$ cat config.mk
export PLATFORM = sky130hd
export DESIGN_NAME = msk_aes_mc_inv
export DESIGN_NICKNAME = d
export VERILOG_FILES = /design/src/rtl/msk_aes_pkg.sv /design/src/rtl/msk_mc_inv_prod.sv /design/src/rtl/msk_aes_mc_inv.sv
export SDC_FILE = /design/constraint.sdc
export NUM_CORES = 1
export LEC_CHECK = 0
export ABC_CLOCK_PERIOD_IN_PS = 3350
export CELL_PAD_IN_SITES_DETAIL_PLACEMENT = 0
export CELL_PAD_IN_SITES_GLOBAL_PLACEMENT = 1
export CORE_MARGIN = 2
export CORE_UTILIZATION = 50
export DETAILED_ROUTE_END_ITERATION = 10
export DONT_BUFFER_PORTS = 1
export PLACE_DENSITY = 0.86
export SYNTH_ARGS = -nofsm -noshare
export SYNTH_HDL_FRONTEND = slang
export SYNTH_SLANG_ARGS = --single-unit
$ cat constraint.sdc
create_clock -name clk -period 3.35 [get_ports clk]
set_input_delay 0.335 -clock clk [delete_from_list [all_inputs] [get_ports clk]]
set_output_delay 0.335 -clock clk [all_outputs]
set_load 0.01 [all_outputs]
$ cat src/rtl/msk_aes_pkg.sv
// Shared definitions for the masked AES datapath: GF(2^8) reduction constant,
// xtime, and the bit-major share encoding (bit j, share s) -> bus index d*j+s.
package msk_aes_pkg;

    localparam logic [7:0] AES_RED = 8'h1B;

    typedef enum logic {
        MC_INV = 1'b0,
        MC_FWD = 1'b1
    } mc_mode_e;

    function automatic logic [7:0] xtime(input logic [7:0] v);
        return {v[6:0], 1'b0} ^ (v[7] ? AES_RED : 8'h00);
    endfunction

    function automatic int bit_idx(input int d, input int j, input int s);
        return d * j + s;
    endfunction

endpackage

$ cat src/rtl/msk_mc_inv_prod.sv
// Share-wise GF(2^8) products x09/x0B/x0D/x0E of one d-share byte; with
// MSKAES_MCINV_FWD_EN defined it also provides x02/x03 for forward MixColumns.
module msk_mc_inv_prod
    import msk_aes_pkg::*;
#(
    parameter int d = 2
) (
    input  logic [8*d-1:0] b,
    output logic [8*d-1:0] p09,
    output logic [8*d-1:0] p0b,
    output logic [8*d-1:0] p0d,
    output logic [8*d-1:0] p0e
`ifdef MSKAES_MCINV_FWD_EN
    ,
    output logic [8*d-1:0] p02,
    output logic [8*d-1:0] p03
`endif
);

    // Each share gets its own private xtime chain, so no gate ever sees two share indices.
    for (genvar s = 0; s < d; s++) begin : g_share
        logic [7:0] y;
        logic [7:0] x2;
        logic [7:0] x4;
        logic [7:0] x8;

        for (genvar j = 0; j < 8; j++) begin : g_gather
            assign y[j] = b[bit_idx(d, j, s)];
        end

        assign x2 = xtime(y);
        assign x4 = xtime(x2);
        assign x8 = xtime(x4);

        for (genvar j = 0; j < 8; j++) begin : g_scatter
            localparam int IDX = bit_idx(d, j, s);
            assign p09[IDX] = x8[j] ^ y[j];
            assign p0b[IDX] = x8[j] ^ x2[j] ^ y[j];
            assign p0d[IDX] = x8[j] ^ x4[j] ^ y[j];
            assign p0e[IDX] = x8[j] ^ x4[j] ^ x2[j];
`ifdef MSKAES_MCINV_FWD_EN
            assign p02[IDX] = x2[j];
            assign p03[IDX] = x2[j] ^ y[j];
`endif
        end
    end

endmodule

$ cat src/rtl/msk_aes_mc_inv.sv
// Masked AES InvMixColumns on one column, d Boolean shares, 1-cycle latency.
// Optional macro MSKAES_MCINV_FWD_EN adds port fwd selecting forward MixColumns.
module msk_aes_mc_inv
    import msk_aes_pkg::*;
#(
    parameter int d = 2
) (
    input  logic           clk,
    input  logic           rst,
    input  logic           in_valid,
`ifdef MSKAES_MCINV_FWD_EN
    input  logic           fwd,
`endif
    input  logic [8*d-1:0] b0,
    input  logic [8*d-1:0] b1,
    input  logic [8*d-1:0] b2,
    input  logic [8*d-1:0] b3,
    output logic           out_valid,
    output logic [8*d-1:0] a0,
    output logic [8*d-1:0] a1,
    output logic [8*d-1:0] a2,
    output logic [8*d-1:0] a3
);

    localparam int W = 8 * d;

    logic [W-1:0] b_row [4];
    logic [W-1:0] p09   [4];
    logic [W-1:0] p0b   [4];
    logic [W-1:0] p0d   [4];
    logic [W-1:0] p0e   [4];
    logic [W-1:0] z_inv [4];
    logic [W-1:0] z_sel [4];
    logic [W-1:0] a_q   [4];

    assign b_row[0] = b0;
    assign b_row[1] = b1;
    assign b_row[2] = b2;
    assign b_row[3] = b3;

`ifdef MSKAES_MCINV_FWD_EN
    logic [W-1:0] p02   [4];
    logic [W-1:0] p03   [4];
    logic [W-1:0] z_fwd [4];
`endif

    for (genvar r = 0; r < 4; r++) begin : g_row
        msk_mc_inv_prod #(.d(d)) u_prod (
            .b   (b_row[r]),
            .p09 (p09[r]),
            .p0b (p0b[r]),
            .p0d (p0d[r]),
            .p0e (p0e[r])
`ifdef MSKAES_MCINV_FWD_EN
            ,
            .p02 (p02[r]),
            .p03 (p03[r])
`endif
        );
    end

    // Bus-wide XOR keeps bit positions aligned, so shares are combined only with themselves.
    always_comb begin
        // NOTE: every combinational output is given a value before any branch so no latch can be inferred.
        for (int r = 0; r < 4; r++) begin
            z_inv[r] = '0;
        end
        for (int r = 0; r < 4; r++) begin
            z_inv[r] = p0e[r] ^ p0b[(r + 1) % 4] ^ p0d[(r + 2) % 4] ^ p09[(r + 3) % 4];
        end
    end

`ifdef MSKAES_MCINV_FWD_EN
    always_comb begin
        for (int r = 0; r < 4; r++) begin
            z_fwd[r] = '0;
            z_sel[r] = '0;
        end
        for (int r = 0; r < 4; r++) begin
            z_fwd[r] = p02[r] ^ p03[(r + 1) % 4] ^ b_row[(r + 2) % 4] ^ b_row[(r + 3) % 4];
            z_sel[r] = (mc_mode_e'(fwd) == MC_FWD) ? z_fwd[r] : z_inv[r];
        end
    end
`else
    always_comb begin
        for (int r = 0; r < 4; r++) begin
            z_sel[r] = z_inv[r];
        end
    end
`endif

    always_ff @(posedge clk or posedge rst) begin
        if (rst) begin
            out_valid <= 1'b0;
            // NOTE: the data registers are reset too, because a cleared column must read as all zeros.
            for (int r = 0; r < 4; r++) begin
                a_q[r] <= '0;
            end
        end else begin
            // NOTE: non-blocking assignments so every register samples pre-edge values.
            out_valid <= in_valid;
            if (in_valid) begin
                for (int r = 0; r < 4; r++) begin
                    a_q[r] <= z_sel[r];
                end
            end
        end
    end

    assign a0 = a_q[0];
    assign a1 = a_q[1];
    assign a2 = a_q[2];
    assign a3 = a_q[3];

endmodule

==> metrics.md <==
| Metric | Value |
|---|---|
| Initial core utilization | 0.510 |
| Sink Count | 65 |
| Layout cells sized above 1 | 0.172 |
| Slew HR | 0.384 |
| Syn_nets | 615 |
| Startpoint Class | primary input |
| Hold path cells | 0 |
| Routed WL per cell | 22.6 microns |
| Hold crit path type | in -> reg |
| Adder-cell share of the synthesized area | 0 |
| GPL Wtd Cong | 0.899 |
| Register area share after synthesis | 0.241 |
| Fillers | approximately 1200 |
| TritonCTS clock tree | yes |
| Fin. Hold Viols | 0 |
| Largest family of logic cells by synthesized area | XOR/XNOR gates |
| Clock buffer depth | 2 |
| CTS root buffer | clkbuf_16 |
| Final setup TNS | 0 ns |
| Final worst path period share | 0.576 |
| Synth-to-Final Area Change | 4.57% |
| Worst Path Max Fanout | 6 |
| CP Data Required Time | around 3.6 ns |
| Pins Over Slew Limit | 0 |
| Leak Pwr | between 2 and 3 nW |
| Crit path max-delay cell type | xnor3_1 |
| Max Cap Violations | 0 |
| Drt first pass iters | 4 |
| Final std cell area, no fill | roughly 0.0071 sq mm |
| Pwr dens | 727 mW/mm^2 |
| Core Util, Final | 0.534 |
| Final Skew | 0 ns |
| Critical Path End Type | flop |
| Max VDD drop | 0.394 mV |
| Die ar. | between 0.01 and 0.015 sq mm |
| Simple-gate area share of the yosys netlist | 0 |
| Via count | 3718 |
| # IOs | around 130 |
| Nets | 587 |
| Total CTS buffers | 9 |
| Vias in the first global route | ~4000 |
| Final ANT Viol Nets | 0 |
| Post-Syn Area | 0.00676 sq mm |
| WP depth | 5 |
| Reg2Reg Launch Point | a1[6] |
| Worst Tran Pin Value | 0.923 ns |
| Hold path start | in_valid |
| Status | finished clean |
| Die height | roughly 120 microns |
| Crit path top cell by count | xnor3_1 |
| Post-CTS sizing | 0 |
| Setup bufs post-CTS | 0 |
| Seq cells post-synth | between 60 and 70 |
| Critical path class | in -> reg |
| Post-route DRC | 0 |
| Final setup violation count | 0 |
| Reg2reg path depth | 1 |
| Yosys warnings | 0 |
| IO Port Bufs | 0 |
| Synth Area in Compound Gates | 0 |
| Syn_area_per_cell | roughly 12 sq um |
| FMAX | just over 500 MHz |
| Max stage delay on crit path | between 0.5 and 0.6 ns |
| Post-detail-place hpwl | 12600 microns |
| Worst skew pair latency | ~0.33 ns |
| Antenna cell count | 0 |
| Clock-pin slew on the worst setup and hold paths | 0.05 ns |
| Core Footprint | approximately 0.013 sq mm |
| Mapped Cells | 548 |
| GRT Total Usage | 0.231 |
| RSZ-0062 raised after global routing | false |
| Cell Area, Placed | around 0.0068 sq mm |
| H-Tree Depth | 3 |
| Cells along the critical path | xnor3_1 -> xnor3_1 -> xnor3_1 -> xnor2_1 -> mux2_2 |
| Post-synth cell types | 18 |
| Post-Synth XOR/XNOR Area | 0.623 |
| Grt ovf | 0 |
| DR iter-0 viols | between 200 and 300 |
| Routed WL | 15800 microns |
| Die width | ~120 microns |
| Post-synthesis mux area share | 0.107 |
| Crit path buf inv count | 0 |
| # hold bufs at CTS | 0 |
| CP top delay family | XOR/XNOR gates |
| CP arrival | ~2.2 ns |
| Placement Rows | 42 |
| Worst setup path startpoint | b0[13] |
| First-pass GRT wire length | 24600 microns |
| Final worst path period need | between 1.5 and 2 ns |
| Via density | about 5.3 |
| Initial antenna violation count | 0 |
| Largest net degree at the start of global routing | 66 |
## cell families after synthesis
logic type,after synthesis
xor+xnor,376
flops,65
mux,64
buf+inv,43
## through the flow
step	setup slack, ns	instances	total power [W]	hold slack [ns]
4_1_cts	1.44	700	0.00520	0.0151
3_3_place_gp	1.14	685	0.00425	0.371
2_1_floorplan	1.03	548	0.00385	0.366
6_report	1.42	700	0.00514	0.0245
3_5_place_dp	1.09	685	0.00430	0.372
5_1_grt	1.36	700	0.00548	0.0117
## path summary, 6_finish.rpt
check                             to  slack, ns
max                            a1[9]       1.42
min                        out_valid       0.02
max reg2reg                    a1[6]       2.51
min reg2reg                    a3[0]       0.58
max in group asynchronous      a1[1]       2.40
min in group asynchronous     a0[14]       0.08
## cell usage after synthesis (all sizes together)
cell / instances / area [sq um]
xnor2: 233 / 2080
xor2: 81 / 717
dfrtp: 65 / 1630
mux2: 63 / 713
xnor3: 49 / 1110
buf: 22 / 115
clkbuf: 19 / 73.8
xor3: 13 / 310
inv: 2 / 7.51
mux2i: 1 / 10.0
## routing by layer
metal	part of all wire	track usage	routed length, microns
met1	0.44	0.338	7010
met2	0.45	0.330	7080
met3	0.096	0.0660	1530
met4	0.014	0.0749	227
met5	0	0	0
## sequential cells by signal (all words and copies together), names as in the netlist
signal     count
a1            16
out_valid      1
a0            16
a3            16
a2            16
## report_power, final
group	total [W]	internal [W]	switching, W
clock	0.000856	0.000511	0.000345
sequential	0.00169	0.00120	0.000488
combinational	0.00259	0.00155	0.00104
total	0.00514	0.00326	0.00188
## area by class of cell
type                    count  area, sq um  area share
clock buffers              11          243      0.0343
repair buffers              2         15.0     0.00212
inverters                   2         7.51     0.00106
well taps                 176          220      0.0312
flip-flops and latches     65         1630       0.230
multi-input cells         440         4940       0.698
clock inverters             4         20.0     0.00283
## cells in the final DEF (no fill, tap or decap)
master     instances
xnor2_1          228
xor2_1            80
dfrtp_1           65
mux2_2            62
xnor3_1           46
xor3_1            12
clkbuf_16          9
xnor2_2            5
clkinv_2           4
xnor3_2            3
buf_4              2
xor3_2             1
xor2_2             1
inv_1              1
mux2i_1            1
inv_2              1
mux2_4             1
clkbuf_1           1
clkbuf_8           1
No activity file was read; power rests on OpenSTA's default activity.
